==> config.mk <==
export PLATFORM = sky130hd
export DESIGN_NAME = periph_arbiter
export DESIGN_NICKNAME = d
export VERILOG_FILES = /design/src/rtl/periph_arbiter.sv
export SDC_FILE = /design/constraint.sdc
export NUM_CORES = 1
export LEC_CHECK = 0
export ABC_AREA = 1
export CORE_AREA = 2 2 362 185
export CTS_BUF_LIST = sky130_fd_sc_hd__clkbuf_4
export DETAILED_ROUTE_END_ITERATION = 8
export DIE_AREA = 0 0 364 187
export SETUP_SLACK_MARGIN = 0.1
export SYNTH_ARGS = -nofsm -noshare
export SYNTH_HDL_FRONTEND = slang
export SYNTH_SLANG_ARGS = --single-unit
==> constraint.sdc <==
create_clock -name clk_i -period 4.5 [get_ports clk_i]
set_input_delay 0.9 -clock clk_i [delete_from_list [all_inputs] [get_ports clk_i]]
set_output_delay 0.9 -clock clk_i [all_outputs]
set_load 0.005 [all_outputs]
==> src/rtl/periph_arbiter.sv <==
`default_nettype none
// ============================================================================
// Module      : periph_arbiter
// Description : Two-master arbiter in front of a shared peripheral bus.
//               Address decode into ten slave windows, one transaction in
//               flight, alternating priority on contention, timeout to an
//               error response, and local error response on decode miss.
// Revision    : 1.0 - initial release
// ============================================================================
module periph_arbiter #(
    parameter int TIMEOUT = 255,
    parameter int ADDR_W  = 64
) (
    input  logic                   clk_i,
    input  logic                   rst_i,
    input  logic [1:0]             m_req_i,
    input  logic [1:0]             m_we_i,
    input  logic [1:0][ADDR_W-1:0] m_addr_i,
    input  logic [1:0][63:0]       m_wdata_i,
    input  logic [1:0][7:0]        m_be_i,
    output logic [1:0]             m_gnt_o,
    output logic [1:0]             m_rvalid_o,
    output logic [63:0]            m_rdata_o,
    output logic                   m_err_o,
    output logic                   s_req_o,
    output logic                   s_we_o,
    output logic [ADDR_W-1:0]      s_addr_o,
    output logic [63:0]            s_wdata_o,
    output logic [7:0]             s_be_o,
    output logic [9:0]             s_sel_o,
    input  logic                   s_gnt_i,
    input  logic                   s_rvalid_i,
    input  logic [63:0]            s_rdata_i
);

    localparam logic [1:0]  c_IDLE    = 2'd0;
    localparam logic [1:0]  c_ISSUE   = 2'd1;
    localparam logic [1:0]  c_WAIT    = 2'd2;
    localparam logic [1:0]  c_ERR     = 2'd3;
    localparam int          c_NSLV    = 10;
    // Decode arithmetic runs at least 64 bits wide so base+len never wraps.
    localparam int          c_EW      = (ADDR_W > 64) ? ADDR_W : 64;
    localparam logic [15:0] c_TIMEOUT = 16'(TIMEOUT);

    // Slave window bases, indexed by select bit.
    function automatic logic [63:0] f_base(input int idx);
        case (idx)
            0:       f_base = 64'h0000_0000_8000_0000; // DRAM
            1:       f_base = 64'h0000_0000_4000_0000; // GPIO
            2:       f_base = 64'h0000_0000_3000_0000; // Ethernet
            3:       f_base = 64'h0000_0000_2000_0000; // SPI
            4:       f_base = 64'h0000_0000_1800_0000; // Timer
            5:       f_base = 64'h0000_0000_1000_0000; // UART
            6:       f_base = 64'h0000_0000_0C00_0000; // PLIC
            7:       f_base = 64'h0000_0000_0200_0000; // CLINT
            8:       f_base = 64'h0000_0000_0001_0000; // ROM
            default: f_base = 64'h0000_0000_0000_0000; // Debug
        endcase
    endfunction

    // Slave window lengths, indexed by select bit.
    function automatic logic [63:0] f_len(input int idx);
        case (idx)
            0:       f_len = 64'h0000_0000_4000_0000;
            1:       f_len = 64'h0000_0000_0000_1000;
            2:       f_len = 64'h0000_0000_0001_0000;
            3:       f_len = 64'h0000_0000_0080_0000;
            4:       f_len = 64'h0000_0000_0000_1000;
            5:       f_len = 64'h0000_0000_0000_1000;
            6:       f_len = 64'h0000_0000_03FF_FFFF;
            7:       f_len = 64'h0000_0000_000C_0000;
            8:       f_len = 64'h0000_0000_0001_0000;
            default: f_len = 64'h0000_0000_0000_1000;
        endcase
    endfunction

    logic [1:0]        r_state;
    logic [1:0]        w_state_nxt;
    logic              r_ptr;
    logic              r_owner;
    logic              r_we;
    logic [ADDR_W-1:0] r_addr;
    logic [63:0]       r_wdata;
    logic [7:0]        r_be;
    logic [9:0]        r_sel;
    logic [15:0]       r_cnt;
    logic              r_rsp_valid;
    logic [63:0]       r_rdata;

    logic              w_win;
    logic              w_grant;
    logic              w_busy;
    logic              w_timeout;
    logic [ADDR_W-1:0] w_win_addr;
    logic [c_EW-1:0]   w_addr_ext;
    logic [c_NSLV-1:0] w_hit;

    // A response pulse occupies the first IDLE cycle, so arbitration waits.
    assign w_grant    = (r_state == c_IDLE) && (|m_req_i) && !r_rsp_valid;
    assign w_busy     = (r_state == c_ISSUE) || (r_state == c_WAIT);
    assign w_timeout  = w_busy && ((r_cnt + 16'd1) == c_TIMEOUT);
    assign w_win_addr = m_addr_i[w_win];
    assign w_addr_ext = c_EW'(w_win_addr);

    // Winner selection: sole requester wins, contention resolved by pointer.
    always_comb begin
        w_win = 1'b0;
        case (m_req_i)
            2'b01:   w_win = 1'b0;
            2'b10:   w_win = 1'b1;
            2'b11:   w_win = r_ptr;
            default: w_win = 1'b0;
        endcase
    end

    // Offset form of base <= addr < base+len avoids the base+len sum.
    for (genvar gi = 0; gi < c_NSLV; gi++) begin : g_decode
        localparam logic [c_EW-1:0] c_B = c_EW'(f_base(gi));
        localparam logic [c_EW-1:0] c_L = c_EW'(f_len(gi));
        assign w_hit[gi] = (w_addr_ext >= c_B) && ((w_addr_ext - c_B) < c_L);
    end

    // State register.
    always_ff @(posedge clk_i) begin
        if (rst_i) begin
            r_state <= c_IDLE;
        end else begin
            r_state <= w_state_nxt;
        end
    end

    // Next-state logic; a response beats a timeout, which beats a bus grant.
    always_comb begin
        w_state_nxt = r_state;
        case (r_state)
            c_IDLE: begin
                if (w_grant) begin
                    w_state_nxt = (|w_hit) ? c_ISSUE : c_ERR;
                end
            end
            c_ISSUE: begin
                if (s_rvalid_i) begin
                    w_state_nxt = c_IDLE;
                end else if (w_timeout) begin
                    w_state_nxt = c_ERR;
                end else if (s_gnt_i) begin
                    w_state_nxt = c_WAIT;
                end
            end
            c_WAIT: begin
                if (s_rvalid_i) begin
                    w_state_nxt = c_IDLE;
                end else if (w_timeout) begin
                    w_state_nxt = c_ERR;
                end
            end
            c_ERR:   w_state_nxt = c_IDLE;
            default: w_state_nxt = c_IDLE;
        endcase
    end

    // Request capture, priority pointer, timeout counter and response data.
    always_ff @(posedge clk_i) begin
        if (rst_i) begin
            r_ptr       <= 1'b0;
            r_owner     <= 1'b0;
            r_we        <= 1'b0;
            r_addr      <= '0;
            r_wdata     <= '0;
            r_be        <= '0;
            r_sel       <= '0;
            r_cnt       <= '0;
            r_rsp_valid <= 1'b0;
            r_rdata     <= '0;
        end else begin
            r_rsp_valid <= 1'b0;
            if (w_grant) begin
                r_ptr   <= ~w_win;
                r_owner <= w_win;
                r_we    <= m_we_i[w_win];
                r_addr  <= w_win_addr;
                r_wdata <= m_wdata_i[w_win];
                r_be    <= m_be_i[w_win];
                r_sel   <= w_hit;
                r_cnt   <= '0;
            end else if (w_busy) begin
                r_cnt <= r_cnt + 16'd1;
            end
            if (w_busy && s_rvalid_i) begin
                r_rsp_valid <= 1'b1;
                r_rdata     <= s_rdata_i;
            end
        end
    end

    // Output decode; grant is suppressed while reset is held.
    always_comb begin
        m_gnt_o    = '0;
        m_rvalid_o = '0;
        s_sel_o    = '0;
        if (w_grant && !rst_i) begin
            m_gnt_o[w_win] = 1'b1;
        end
        if (r_rsp_valid || (r_state == c_ERR)) begin
            m_rvalid_o[r_owner] = 1'b1;
        end
        if (w_busy) begin
            s_sel_o = r_sel;
        end
        m_err_o   = (r_state == c_ERR);
        s_req_o   = (r_state == c_ISSUE);
        m_rdata_o = r_rsp_valid ? r_rdata : 64'd0;
    end

    assign s_we_o    = r_we;
    assign s_addr_o  = r_addr;
    assign s_wdata_o = r_wdata;
    assign s_be_o    = r_be;

endmodule
`default_nettype wire
# Word-level counts from Yosys, hierarchy flattened
# Index checks and enable logic that the tools add are counted.
[classes]
reduce_logical = 26
n_bitwise = 1
mux = 26
magnitude_cmp = 24
eq_ne = 9
addsub = 10
[ops]
columns = ["cell", "n"]
rows = [
  ["$mux 64", 5],
  ["$lt 64x13->1 const B", 4],
  ["$ge 64x29->1 const B", 2],
  ["$ge 64x30->1 const B", 2],
  ["$lt 64x17->1 const B", 2],
  ["$sub 64x29->64 const B", 2],
  ["$sub 64x30->64 const B", 2],
  ["$ge 64x1->1 const B", 1],
  ["$ge 64x17->1 const B", 1],
  ["$ge 64x26->1 const B", 1],
  ["$ge 64x28->1 const B", 1],
  ["$ge 64x31->1 const B", 1],
  ["$ge 64x32->1 const B", 1],
  ["$lt 64x20->1 const B", 1],
  ["$lt 64x24->1 const B", 1],
  ["$lt 64x26->1 const B", 1],
  ["$lt 64x31->1 const B", 1],
  ["$sub 64x17->64 const B", 1],
  ["$sub 64x26->64 const B", 1],
  ["$sub 64x28->64 const B", 1],
  ["$sub 64x31->64 const B", 1],
  ["$sub 64x32->64 const B", 1],
  ["$mux 2", 9],
  ["$logic_and 1x1->1", 17],
  ["other kinds (22)", 36],
]
[totals]
word_cells = 107
input_bits = 344
ff_bits = 232

# Depth between registers and ports, before layout
# Gate-level depths: netlist of run 1.
[logic_depth]
ltp_word = 11
ltp_mapped = 27
mapped_depth_nobuf = 24

# Least setup slack after synthesis of run 1
# Ideal clock, no wire load.
[synth_timing]
kind = "in2reg"
from = "input port m_req_i[0]"
to = "register r_state[1]"
slack_ns = 0.729
cell_stages = 24
n_path_buf = 5
required_ns = 4.380
arrival_ns = 3.651
cell_sequence = "nand2_2 -> buf_6 -> buf_12 -> nand3b_1 -> nand2_1 -> buf_1 -> ha_1 -> clkbuf_1 -> nand2_1 -> clkinv_1 -> nand2_2 -> buf_2 -> nor2_1 -> nand3_1 -> nand2_1 -> nand2_1 -> nor2_1 -> nand2_1 -> nor2_1 -> nand2_1 -> nor2_1 -> nor2_1 -> nand4_1 -> a21oi_1"
[synth_via]
elab_chain_cells = 11
[synth_lines]
columns = ["element", "line", "text"]
rows = [
  ["start: declaration", "16", "input logic [1:0] m_req_i,"],
  ["$eq 2x2->1", "108", "case (m_req_i)"],
  ["$pmux 1 s2", "108", ""],
  ["$mux 64 (implied by the code) (2 in a row)", "102", "assign w_win_addr = m_addr_i[w_win];"],
  ["$sub 64x32->64, or another cell as far along", "120", "assign w_hit[gi] = (w_addr_ext >= c_B) && ((w_addr_ext - c_B) < c_L);"],
  ["$lt 64x31->1, or another cell as far along", "120", ""],
  ["$logic_and 1x1->1", "120", ""],
  ["$reduce_or 10->1", "138", "w_state_nxt = (|w_hit) ? c_ISSUE : c_ERR;"],
  ["$mux 2", "138", ""],
  ["$mux 2", "137", "if (w_grant) begin"],
  ["$pmux 2 s4", "135", "case (r_state)"],
  ["end signal: assignment", "126", "r_state <= c_IDLE;"],
  ["end signal: assignment", "128", "r_state <= w_state_nxt;"],
  ["end: declaration", "77", "logic [1:0] r_state;"],
]
# Several ways; a longest one is shown, not always the timed one. The select of a mux whose other input is x is not followed.
# A chain may end at the register's enable or synchronous reset.

# Worst setup path in the final report of run 1
# Same ends and word-level chain as after synthesis.

==> results.toml, run 1 <==
[route]
post_drt_wl_per_cell_um = 25.54
vias_per_cell = 5.112
drc_errors = 0
antenna_left = 0
drt_iter0_markers = 3396
postRouteWirelength_um = 139100
vias = 27841
drt_pass1_iterations = 6

[hold_path]
hold_path_class = "register to register"

[clock_tree]
clk_path_buf_depth = 3
htreeDepth = 2
cts_resized = 0
cts.sinks = 232
cts-buffers-inserted = 60
clk_latency_ns = 0.92
hold_buffers = 0
cts.clk_slew.worst_paths_ns = 0.07
cts_setup_buffers = 0
cts_root_buffer = "clkbuf_4"
tritoncts = "done"

[floorplan]
rows = 67
die_x_um = 364
io_pins = 561
die_area_sq_um = 68070
core_region_area_sq_um = 65470
fp.dieH_um = 187
initial_core_util = 0.2942

[setup_path]
cpMostUsedCell = "nand2_1"
crit_required_ns = 5.24
cp.arrival_ns = 4.97
crit_type = "input port to register"
startpoint_type = "input port"
slowest_delay_ns = 0.56
critPathCaptureType = "register"
cp_slowest_cell = "clkdlybuf4s50_1"
critPathMaxFanout = 23

[finish]
fin_cells = 5446
design_area_sq_um = 30930
fin_nets = 4857
synthToLayoutAreaGrowth_pct = 60.57
fillers = 7038
post-route-util = 0.4725
drive_gt1_frac = 0.1978

[grt]
grt_max_degree = 124
grtUsageMet2 = 0.4500
grt_pass1_wl_um = 191100
antenna_found_initial = 13
grtUsageTotal = 0.3989
met1_usage = 0.6080
busiest_layer = "met1"
grtUsageMet3 = 0.2448
grt_overflow_total = 0
grt_pass1_vias = 24918

[logic_synthesis]
synth_edf_count = 0
synthArstFlopShare = 0
ys_top_cells_by_count = "nand2_1, nor2_1, nand3_1"
yosys.area.top_type_share = 0.2613
synth_top_cell_by_area = "nand2_1"
ys.flop_type = "dfxtp_1"
synthTopCellsByArea = "nand2_1, dfxtp_1, nor2_1"
seq_area_frac_synth = 0.2411
syn_inst = 3427
yosysMostFrequentCell = "nand2_1"
yosys_register_bits = 232
syn_area_sq_um = 19260
synth_cell_types = 44
synth_nets = 3783
postSynthAreaPerCell_sq_um = 5.621
yosysWarnings = 0

[power_and_ir_drop]
p_switching_w = 0.004890
internal_power_w = 0.005887
p_clk_frac = 0.180
power_w = 0.01078
swShare = 0.4537
power_frac_comb = 0.538
leakagePower_nw = 14.38
irDropWorstVdd_mv = 0.2834
power.density_nw_per_um2 = 348.4
power.share.sequential = 0.282

[sta]
setup_viol = 0
tightest_slew_ns = 0.9084
finalClockSkew_ns = 0.1293
hold_violations = 0
fin_crit_ns = 4.230
rsz0062_at_grt = "false"
period_share = 0.9401
report.final.slew_viol_count = 0
timing.slew.headroom = 0.3937
maxClockFrequency_ghz = 0.2364

[placed_design]
numPortBuffers = 560
hpwl_um = 118000
dp_cells = 5336
place_area_sq_um = 30170
gp_congestion = 1.121

[status]
outcome = "finished, final reports clean"

[job]
maxCapViolCount = 0
cell type report:
type                       instances  area, sq um  area share
antenna                            4        10.01   0.0003236
clock buffer                      82        615.6     0.01990
clock inverter                    24        137.6    0.004449
inverter                         263        987.2     0.03191
multi-input combinational       2781        12840      0.4151
sequential                       232         4646      0.1502
tap                              897         1122     0.03628
timing repair buffer            1163        10580      0.3419
cells in the final DEF, fill, tap and decap left out, types with 29 or more instances in the layout:
cell type / netlist / final
nand2_1: 1341 / 1341
buf_4: 21 / 568
clkdlybuf4s50_1: 0 / 558
nor2_1: 461 / 457
nand3_1: 307 / 307
inv_1: 245 / 244
dfxtp_1: 232 / 231
o21ai_0: 191 / 191
clkbuf_4: 0 / 82
nand2_2: 75 / 73
nor2_2: 53 / 54
xor2_1: 54 / 54
a22oi_1: 38 / 38
nand4_1: 36 / 36
buf_12: 1 / 36
o21ai_1: 33 / 33
nor2_4: 28 / 31
nand3b_1: 30 / 30
a21oi_1: 29 / 29
metrics by stage:
step	setup slack (ns)	hold WS, ns	setup TNS, ns
global placement	-0.3353	0.4371	-1.779
CTS	0.4311	0.4573	0
global route	0.2020	0.4800	0
floorplan	0.7294	0.4286	0
detailed placement	-0.3309	0.4433	-1.396
finish	0.2695	0.4561	0
cell families (layout without fill, tap and decap cells):
logic type,after synthesis,count (layout),synth area share
fa+ha+maj,12,12,0.007794
buf+inv,414,1532,0.09424
xor+xnor,56,56,0.02546
simple gates,2374,2374,0.5325
compound gates,339,339,0.09892
other cells,0,4,0
flops,232,232,0.2411
routing by layer:
| layer | part of all wire | vias to the layer above |
|---|---|---|
| li1 | - | 13025 |
| met1 | 0.49 | 12986 |
| met2 | 0.33 | 1666 |
| met3 | 0.17 | 148 |
| met4 | 0.014 | 16 |
| met5 | 0.0028 | - |
final timing paths:
check | start | to | slack [ns] | cells past startpoint
setup reg to reg | r_ptr | r_state[1] | 0.42 | 25
hold reg to reg | s_addr_o[13] | s_addr_o[13] | 0.46 | 2
hold / removal | s_addr_o[13] | s_addr_o[13] | 0.46 | 2
setup / recovery | m_req_i[0] | r_state[1] | 0.27 | 26
sequential cells by signal, summed over array words and instances, names as in the netlist:
name	count
r_owner	1
s_wdata_o	64
s_be_o	8
r_state	2
r_rdata	64
s_addr_o	64
r_cnt	16
r_ptr	1
s_we_o	1
r_sel	10
r_rsp_valid	1
power groups by stage:
| stage | registers, W | clock network [W] | logic [W] |
|---|---|---|---|
| 2_1_floorplan | 0.00302 | 0 | 0.00246 |
| 3_5_place_dp | 0.00306 | 0 | 0.00558 |
| 5_1_grt | 0.00310 | 0.00210 | 0.00614 |
| 6_report | 0.00304 | 0.00194 | 0.00580 |
| 4_1_cts | 0.00302 | 0.00199 | 0.00561 |
| 3_3_place_gp | 0.00305 | 0 | 0.00559 |
critical path: cells and delay by family:
family / cells / cell delay (ns)
AND/OR/NAND/NOR: 19 / 2.51
AO/OA/AOI/OAI: 1 / 0.08
buffers and inverters: 6 / 1.44
Power figures use the tool's default switching activity.
==> run 2, diff against run 1 <==
CTS_CLUSTER_SIZE = 8   (was default)
==> run 2 against run 1 <==
  * Sequential cell count stayed put
  * Sequential share of layout area hardly changed
  * Combinational power hardly changed
==> results.toml, run 2 (same netlist as run 1, synthesis figures left out) <==
[floorplan]
rows = 67
fp.dieH_um = 187
core_region_area_sq_um = 65470
io_pins = 561
die_area_sq_um = 68070
die_x_um = 364
initial_core_util = 0.2942

[clock_tree]
clk_latency_ns = 0.92
cts-buffers-inserted = 59
tritoncts = "done"
cts_resized = 0
htreeDepth = 2
cts.clk_slew.worst_paths_ns = 0.07
cts.sinks = 232
cts_root_buffer = "clkbuf_4"
hold_buffers = 0
cts_setup_buffers = 0
clk_path_buf_depth = 3

[setup_path]
cp-endpoint = "r_state[1]"
crit-reg2reg-launch = "r_ptr"
critPathLaunch = "m_req_i[0]"
critPathMaxFanout = 23
regToRegSetupSlack_ns = 0.41
critPathCaptureType = "register"
r2r-end = "r_state[1]"
r2r_cells = 25
cp.arrival_ns = 4.95
crit_type = "input port to register"
crit_required_ns = 5.20
startpoint_type = "input port"

[finish]
fin_nets = 4856
mostFrequentLayoutCell = "nand2_1"
synthToLayoutAreaGrowth_pct = 60.26
post-route-util = 0.4716
drive_gt1_frac = 0.1972
design_area_sq_um = 30870
mostFrequentLayoutCells = "nand2_1, buf_4, clkdlybuf4s50_1, nor2_1, nand3_1"

[hold_path]
holdPathStages = 2
hold_path_class = "register to register"

[sta]
tightest_slew_ns = 0.8837
period_share = 0.9444
setup_viol = 0
maxClockFrequency_ghz = 0.2353
setup_ws_ns = 0.2500
report.final.slew_viol_count = 0
hold_violations = 0
timing.slew.headroom = 0.4102
finalClockSkew_ns = 0.1361
rsz0062_at_grt = "false"
hold_ws_ns = 0.4556
fin_crit_ns = 4.250

[grt]
grt_max_degree = 124
grt_pass1_wl_um = 191400
antenna_found_initial = 13
grt_pass1_vias = 24930
grt_overflow_total = 0
grtUsageTotal = 0.3992

[route]
post_drt_wl_per_cell_um = 25.59
antenna_left = 0
drt_iter0_markers = 3474
vias_per_cell = 5.102
drt_pass1_iterations = 6
vias = 27742
drc_errors = 0
postRouteWirelength_um = 139100

[placed_design]
numPortBuffers = 560
dpl_worst_slack_ns = -0.3309
place_area_sq_um = 30170
gp_congestion = 1.121
hpwl_um = 118000

[power_and_ir_drop]
leakagePower_nw = 14.34
irDropWorstVdd_mv = 0.2849
power.density_nw_per_um2 = 346.2

[status]
outcome = "finished, final reports clean"

[job]
maxCapViolCount = 0
## run 2: area by class of cell
type / count / area (sq um)
inverters: 263 / 987.2
clock buffers: 81 / 608.1
repair buffers: 1163 / 10580
clock inverters: 18 / 88.84
well taps: 897 / 1122
multi-input cells: 2781 / 12840
fillers: 7047 / 34600
diodes: 3 / 7.507
flip-flops and latches: 232 / 4646
## run 2: how the worst min path moves through the flow
stage / endpoint / slack (ns) / startpoint
floorplan: r_sel[0] / 0.43 / r_sel[0]
global placement: s_addr_o[13] / 0.44 / s_addr_o[13]
detailed placement: s_addr_o[13] / 0.44 / s_addr_o[13]
CTS: s_addr_o[13] / 0.46 / s_addr_o[13]
global route: s_addr_o[15] / 0.48 / s_addr_o[15]
finish: s_addr_o[13] / 0.46 / s_addr_o[13]
## run 2: worst max-delay path, stage by stage
cell and delay [ns]:
clkdlybuf4s50_1 0.56, nand2_4 0.13, nand2_4 0.11, buf_12 0.17, nand2_1 0.07, nand2_1 0.25
nand2_1 0.09, buf_4 0.17, nor2_1 0.19, nand2_2 0.31, buf_4 0.25, nor2_2 0.07
buf_4 0.23, nand2_1 0.08, nand2_1 0.17, nand2_1 0.08, inv_1 0.06, nand2_1 0.04
nor2_1 0.35, nand2_1 0.10, nor2_1 0.13, nand2_1 0.08, nand2_1 0.09, nor2_1 0.05
nand4_1 0.11, a21oi_1 0.08
## run 2: where the power goes
part | internal (W) | total [W] | switching [W]
registers | 0.00267 | 0.00304 | 0.000369
logic | 0.00231 | 0.00579 | 0.00348
clock network | 0.000834 | 0.00186 | 0.00102
total | 0.00581 | 0.0107 | 0.00488
## run 2: per-stage QoR
step | power, W | setup TNS (ns) | instances
after floorplan | 0.005486 | 0 | 3427
after global placement | 0.008631 | -1.779 | 5336
after detailed placement | 0.008643 | -1.396 | 5336
after CTS | 0.01053 | 0 | 5435
after global routing | 0.01127 | 0 | 5437
final | 0.01069 | 0 | 5438
## run 2: per-layer routing
layer / vias to the layer above / share of wire / GRT usage
li1: 13019 / - / -
met1: 12920 / 0.49 / 0.6086
met2: 1646 / 0.33 / 0.4506
met3: 141 / 0.17 / 0.2451
met4: 16 / 0.013 / 0.05777
met5: - / 0.0031 / 0.03641
